File: config.mk
export PLATFORM = sky130hd
export DESIGN_NAME = box_detect
export DESIGN_NICKNAME = d
export VERILOG_FILES = /design/src/rtl/box_detect.sv
export SDC_FILE = /design/constraint.sdc
export NUM_CORES = 1
export LEC_CHECK = 0
export BUFFER_PORTS_ARGS = -buffer_cell sky130_fd_sc_hd__buf_4
export CORE_ASPECT_RATIO = 0.7
export CORE_MARGIN = 5
export CORE_UTILIZATION = 61
export DETAILED_ROUTE_END_ITERATION = 10
export PLACE_DENSITY = 0.95
export RECOVER_POWER = 50
export SLEW_MARGIN = 20
export SYNTH_ARGS = -nofsm -noshare
export SYNTH_HDL_FRONTEND = slang
export SYNTH_HIERARCHICAL = 1
export SYNTH_SLANG_ARGS = --single-unit
File: constraint.sdc
create_clock -name clk -period 6.4 [get_ports clk]
set_input_delay 0.32 -clock clk [delete_from_list [all_inputs] [get_ports clk]]
set_output_delay 0.32 -clock clk [all_outputs]
set_load 0.005 [all_outputs]
File: src/rtl/box_detect.sv
// box_detect: colour-window bounding-box detector on an HDMI-style pixel stream.
//
// i_pack layout, MSB first: {r[7:0], g[7:0], b[7:0], de, hsync, vsync, rsvd, x[XW-1:0], y[YW-1:0]}
//
// Ports:
//   clk, rstn            pixel clock, async active-low reset
//   en                   detection enable; low forces IDLE and clears the box
//   i_pack               packed pixel stream (layout above)
//   lo_color, hi_color   inclusive per-channel match window, {r,g,b}
//   start_x/y, end_x/y   committed bounding box (registered)
//   box_valid            committed box holds at least MIN_PIXELS matches
//   frame_done           one-cycle pulse on each commit

module hdmi_unpack #(
  parameter int XW = 11,
  parameter int YW = 10
) (
  input  logic [3*8+4+XW+YW-1:0] pack,
  output logic [7:0]             r,
  output logic [7:0]             g,
  output logic [7:0]             b,
  output logic                   de,
  output logic                   hsync,
  output logic                   vsync,
  output logic [XW-1:0]          x,
  output logic [YW-1:0]          y
);
  logic unused_rsvd;

  assign {r, g, b, de, hsync, vsync, unused_rsvd, x, y} = pack;
endmodule

// state  | meaning
// IDLE   | disabled or waiting for the first frame edge; accumulators held at init
// SCAN   | accumulating the bounding box of matched pixels
// COMMIT | one cycle after a frame edge; box just registered, accumulators at init
module box_detect #(
  parameter int unsigned H_ACT      = 12'd1280,
  parameter int unsigned V_ACT      = 12'd720,
  parameter int unsigned MIN_PIXELS = 16,
  localparam int XW = $clog2(H_ACT),
  localparam int YW = $clog2(V_ACT)
) (
  input  logic                   clk,
  input  logic                   rstn,
  input  logic                   en,
  input  logic [3*8+4+XW+YW-1:0] i_pack,
  input  logic [23:0]            lo_color,
  input  logic [23:0]            hi_color,
  output logic [XW-1:0]          start_x,
  output logic [XW-1:0]          end_x,
  output logic [YW-1:0]          start_y,
  output logic [YW-1:0]          end_y,
  output logic                   box_valid,
  output logic                   frame_done
);
  localparam int CW = $clog2(H_ACT * V_ACT + 1);
  localparam logic [XW-1:0] X_INIT  = XW'(H_ACT - 1);
  localparam logic [YW-1:0] Y_INIT  = YW'(V_ACT - 1);
  localparam logic [CW-1:0] CNT_MIN = CW'(MIN_PIXELS);
  localparam logic [CW-1:0] CNT_MAX = '1;

  typedef enum logic [1:0] {IDLE, SCAN, COMMIT} state_t;

  state_t state, state_nx;

  logic [7:0]    r, g, b;
  logic          de, vsync, unused_hsync;
  logic [XW-1:0] x;
  logic [YW-1:0] y;

  logic          vs_q, frame_edge, match;
  logic [XW-1:0] min_x, max_x;
  logic [YW-1:0] min_y, max_y;
  logic [CW-1:0] cnt;
  logic          acc_init, acc_upd, do_commit, do_clear;

  logic          box_ok;
  logic [XW-1:0] c_sx, c_ex;
  logic [YW-1:0] c_sy, c_ey;

  hdmi_unpack #(.XW(XW), .YW(YW)) u_unpack (
    .pack  (i_pack),
    .r     (r),
    .g     (g),
    .b     (b),
    .de    (de),
    .hsync (unused_hsync),
    .vsync (vsync),
    .x     (x),
    .y     (y)
  );

  assign frame_edge = vsync && !vs_q;
  assign match = de &&
                 (r >= lo_color[23:16]) && (r <= hi_color[23:16]) &&
                 (g >= lo_color[15:8])  && (g <= hi_color[15:8])  &&
                 (b >= lo_color[7:0])   && (b <= hi_color[7:0]);

  always_ff @(posedge clk or negedge rstn) begin
    if (!rstn) begin
      state <= IDLE;
      vs_q  <= 1'b0;
    end else begin
      state <= state_nx;
      vs_q  <= vsync;
    end
  end

  always_comb begin
    state_nx  = state;
    acc_init  = 1'b0;
    acc_upd   = 1'b0;
    do_commit = 1'b0;
    do_clear  = 1'b0;
    if (!en) begin
      state_nx = IDLE;
      acc_init = 1'b1;
      do_clear = 1'b1;
    end else begin
      case (state)
        IDLE: begin
          acc_init = 1'b1;
          if (frame_edge) state_nx = SCAN;
        end
        SCAN: begin
          // The edge-cycle pixel belongs to neither frame and is dropped.
          if (frame_edge) begin
            state_nx  = COMMIT;
            do_commit = 1'b1;
            acc_init  = 1'b1;
          end else if (match) begin
            acc_upd = 1'b1;
          end
        end
        COMMIT: begin
          acc_init = 1'b1;
          state_nx = SCAN;
        end
        default: begin
          acc_init = 1'b1;
          state_nx = IDLE;
        end
      endcase
    end
  end

  always_ff @(posedge clk or negedge rstn) begin
    if (!rstn) begin
      min_x <= X_INIT;
      max_x <= '0;
      min_y <= Y_INIT;
      max_y <= '0;
      cnt   <= '0;
    end else if (acc_init) begin
      min_x <= X_INIT;
      max_x <= '0;
      min_y <= Y_INIT;
      max_y <= '0;
      cnt   <= '0;
    end else if (acc_upd) begin
      if (x < min_x) min_x <= x;
      if (x > max_x) max_x <= x;
      if (y < min_y) min_y <= y;
      if (y > max_y) max_y <= y;
      if (cnt != CNT_MAX) cnt <= cnt + CW'(1);
    end
  end

  // Zero means "no box" downstream, so a valid box never reports a 0 coordinate.
  assign box_ok = (cnt >= CNT_MIN);
  assign c_sx = !box_ok ? '0 : (min_x == '0) ? XW'(1) : min_x;
  assign c_ex = !box_ok ? '0 : (max_x == '0) ? XW'(1) : max_x;
  assign c_sy = !box_ok ? '0 : (min_y == '0) ? YW'(1) : min_y;
  assign c_ey = !box_ok ? '0 : (max_y == '0) ? YW'(1) : max_y;

  always_ff @(posedge clk or negedge rstn) begin
    if (!rstn) begin
      start_x    <= '0;
      end_x      <= '0;
      start_y    <= '0;
      end_y      <= '0;
      box_valid  <= 1'b0;
      frame_done <= 1'b0;
    end else if (do_clear) begin
      start_x    <= '0;
      end_x      <= '0;
      start_y    <= '0;
      end_y      <= '0;
      box_valid  <= 1'b0;
      frame_done <= 1'b0;
    end else if (do_commit) begin
      start_x    <= c_sx;
      end_x      <= c_ex;
      start_y    <= c_sy;
      end_y      <= c_ey;
      box_valid  <= box_ok;
      frame_done <= 1'b1;
    end else begin
      frame_done <= 1'b0;
    end
  end
endmodule

-- Word level (Yosys, flattened, before mapping)
Cells that the tools add are included.
- bits in registers: 109
- bits of input ports: 100
- output and inout bits: 44
- word-level logic and storage cells: 104
- add/sub/neg operators: 1
- magnitude comparators: 11
- equality and inequality tests: 6
- mux-type cells: 48
- reduce and logical (&&, ||, !) cells: 25
- operators by type and width (cell ; number):
    $mux W11 ; 14
    $mux W10 ; 14
    $mux W20 ; 3
    $ge A8 B8 Y1 ; 3
    $le A8 B8 Y1 ; 3
    $logic_not A11 Y1 ; 2
    $add A20 B1 Y20 const B ; 1
    $ge A20 B5 Y1 const B ; 1
    $logic_not A10 Y1 ; 2
    $ne A20 B20 Y1 const B ; 1
    $mux W1 ; 13
    $reduce_and A2 Y1 ; 6
    $reduce_bool A2 Y1 ; 6
    $gt A11 B11 Y1 ; 1
    $lt A11 B11 Y1 ; 1
    $gt A10 B10 Y1 ; 1
    $lt A10 B10 Y1 ; 1
    $logic_and A1 B1 Y1 ; 7
    $mux W2 ; 3
    $ne A3 B3 Y1 const B ; 2
    $pmux W2 S3 ; 1
    $eq A2 B1 Y1 const B ; 1
    $eq A2 B2 Y1 const B ; 1
    $logic_not A2 Y1 ; 1
    other kinds (2) ; 2

-- Longest topological paths before layout
- depth after elaboration: 13
- mapped depth: 12
- gate-level depth less buffers: 9

-- By module
The synthesis kept the hierarchy.
- by module, submodules not included (module ; instances ; cells each ; area an instance (µm²) ; seq. area each (µm²)):
    box_detect ; 1 ; 761 ; 7044.3 ; 2747.6
    hdmi_unpack ; 1 ; 48 ; 360.3 ; 0.0

-- Worst setup path before layout
No wires, ideal clock.
- path kind: in2reg
- start point: input port i_pack[26]
- end point: register cnt[19]
- setup time: 0.078 ns
- arrival: 2.309 ns
- data required time: 6.322 ns
- path slack: 4.013 ns
- stages: 10
- buffers on the path: 2
- cells stage by stage: buf_4 > ha_1 > nor2b_4 > o211ai_2 > a211oi_1 > a2111oi_4 > nand2_2 > buf_6 > or4_1 > a21oi_1
- longest elaborated chain between the ends: 9
- elaborated cells on any way between the ends: 10
- classes of those cells: 2 x order compare; 4 x mux; 4 x reduce/logical
- ends and longest elaborated chain (element ; line ; source):
    from (decl) ; 47 ; input logic [3*8+4+XW+YW-1:0] i_pack,
    $ge A8 B8 Y1 ; 98 ; (b >= lo_color[7:0]) && (b <= hi_color[7:0]);
    $logic_and A1 B1 Y1 ; 97 ; (g >= lo_color[15:8]) && (g <= hi_color[15:8]) &&
    $logic_and A1 B1 Y1 (*) ; 98 ;
    $mux W1 (*) ; 132 ; end else if (match) begin
    $mux W1 (*) ; 128 ; if (frame_edge) begin
    $mux W1 (*) ; 121 ; case (state)
    $mux W1 (*) ; 116 ; if (!en) begin
    $reduce_bool A2 Y1 (no source line) (*) ; - ;
    $reduce_and A2 Y1 (no source line) (*) ; - ;
    to (signal assigned) ; 166 ; if (cnt != CNT_MAX) cnt <= cnt + CW'(1);
    to (decl) ; 75 ; logic [CW-1:0] cnt;
Every way passes the cells marked *; elsewhere a longest branch is shown, timed or not.
A chain may end at the register's enable or synchronous reset.

==> flow_metrics.tcl <==
set metrics [dict create \
    detail_route.first_pass.iterations 6 \
    slew_headroom_pct -65.96 \
    final_cell_area_sq_mm 0.008561 \
    holdBufCountCts 1 \
    timing.fmax_mhz 257.8 \
    hold_path.class "input pin to flip-flop" \
    worst_pin_slew_ns 2.489 \
    cp_slowest_cell "clkbuf_1" \
    cp-end-kind "asynchronous set/reset pin" \
    drt-wirelength-per-cell_um 18.39 \
    setup_tns_ns 0 \
    cts_root_buffer "clkbuf_16" \
    r2r-start "vs_q" \
    drv_cap 2 \
    cp_data_arrival_time_ns 4.06 \
    grt_max_degree 65 \
    power_density_mw_per_mm2 181.6 \
    drive_gt1_share_pct 20.60 \
    drt_iter0_markers 679 \
    cts_sinks 109 \
    routed-via-count 6598 \
    setup.worst_path.start "rstn" \
    finalCritPeriodShare_pct 60.60 \
    final-hold-violation-count 0 \
    n_fill_cell 871 \
    ant_nets 0 \
    critPathRequiredTime_ns 6.58 \
    stdcell_count 1050 \
    coreArea_sq_mm 0.01181 \
    num_io_pins 144 \
    final_max_slew_viol_count 112 \
    postCtsSetupRepairBufs 0 \
    diodes 0 \
    cts.repair.resized 0 \
    die_w_um 141.6 \
    finalWirelength_mm 19.31 \
    globalplace.congestion 0.9459 \
    worstRegToRegCells 6 \
    grtUsageTotal_pct 27.28 \
    final-setup-viol-count 0 \
    rows 33 \
    synth_cells 808 \
    power_leakage_nw 4.213 \
    critPathCapture "state[1]" \
    r2r_setup_slack_ns 3.60 \
    finalClockSkew_ns 0.009600 \
    synth_fp_nets 998 \
    rsz0062_at_grt "no" \
    violations "max-capacitance violations, max-slew violations" \
    dpl.hpwl_mm 13.65 \
    dp.cells 1033 \
    ir_worst_vdd_uv 127.9 \
    area_growth_pct 15.73 \
    antenna_found_initial 0 \
    synth_area_sq_mm 0.007397 \
    crit_buf_inv 3 \
    die-area_sq_mm 0.01446 \
    vias_per_cell 6.284 \
    nets 1078 \
    htreeDepth 3 \
    drc 0 \
    crit_cells 3 \
    min_from "i_pack[22]" \
    path_class "input pin to asynchronous set/reset pin" \
    start_kind "input pin" \
    crit_fanout 64 \
    max_stage_delay_ns 1.76 \
    r2r-end "start_y[0]" \
    clk_latency_ns 0.36 \
    grt_pass1_wl_mm 31.99 \
    cts_tree "built" \
    crit_family "buffers and inverters" \
    holdWs_ns 0.1036 \
    syn_area_per_cell_sq_um 9.155 \
    clk_pin_slew_worst_paths_ns 0.07 \
    overflow 0 \
    cts_max_path_buffers 2 \
    grt_pass1_vias 6721 \
    total_power_mw 1.555 \
    ys.warnings.count 6 \
    cts_made_buffers 9 \
    initial_utilization_pct 62.64 \
    port_buffers 141 \
    fin_crit_ns 3.878 \
    path_cells "dlygate4sd3_1 > clkbuf_1 > clkbuf_2" \
    dieHeight_um 102.1 \
    status "finished, violations left" \
    place_area_sq_mm 0.008234 \
]
-- worst min-delay path by stage --
stage | end | cells after the start
floorplan | box_valid | 0
global placement | start_y[3] | 1
detailed placement | start_y[3] | 1
CTS | vs_q | 1
global route | vs_q | 1
finish | vs_q | 1
-- final cells by class --
class                      instances  area, sq um  area share (%)
sequential                       109         2748           32.10
multi-input combinational        526         3830           44.74
clock inverter                     5        108.9           1.272
clock buffer                      11        232.7           2.719
inverter                          91        341.6           3.990
timing repair buffer             151         1104           12.89
tap                              157        196.4           2.295
-- worst reg2reg max path, delay by kind of cell, from the launching register on --
kind	cells	cell delay (ns)
AND/OR/NAND/NOR	4	1.68
flip-flops	1	0.37
buffers and inverters	1	0.45
AO/OA/AOI/OAI	1	0.24
-- layer usage --
layer | vias to the layer above | GRT usage (%) | wire (um)
met5 | - | 0 | 0
met4 | 0 | 10.03 | 566
met3 | 72 | 6.876 | 1847
met2 | 360 | 45.30 | 9020
met1 | 3126 | 35.04 | 7873
li1 | 3040 | - | -
-- state kept, by name, indices dropped and copies added (netlist names), 2 cells and up --
name	count
max_y	10
min_x	11
start_x	11
min_y	10
start_y	10
end_x	11
cnt	20
state	2
end_y	10
max_x	11
-- per-stage QoR --
stage / utilization (%) / setup WS [ns]
global placement: 69.73 / 3.255
finish: 72.49 / 2.522
global route: 72.49 / 1.755
floorplan: - / 4.013
detailed placement: 69.73 / 3.193
CTS: 72.71 / 3.549
-- placed cells by master, fill, tap and decap left out, types with 3 or more instances in the layout --
cell type and count:
o21ai_0 41, o31ai_1 4, or3_1 6, nor4_1 12, a22o_1 40, nand2_1 48
buf_4 103, o211ai_1 14, a2111oi_0 3, nor2b_1 5, a21o_1 9, nand2b_1 7
nor2_1 25, or4_1 11, ha_1 90, and4_1 5, a21oi_1 49, clkbuf_1 10
nor3_1 13, or2_2 3, mux2i_1 21, bufinv_16 3, a211oi_1 4, clkbuf_4 38
inv_1 91, dfrtp_1 93, o2111ai_1 3, and3_1 9, nand3_1 53, nand4_1 23
clkbuf_16 9, dfstp_2 16
-- report_power, final --
| part | switching (mW) | internal, mW |
|---|---|---|
| Clock | 0.258 | 0.386 |
| Sequential | 0.000963 | 0.690 |
| Combinational | 0.126 | 0.0937 |
(Power assumes the default switching activity.)
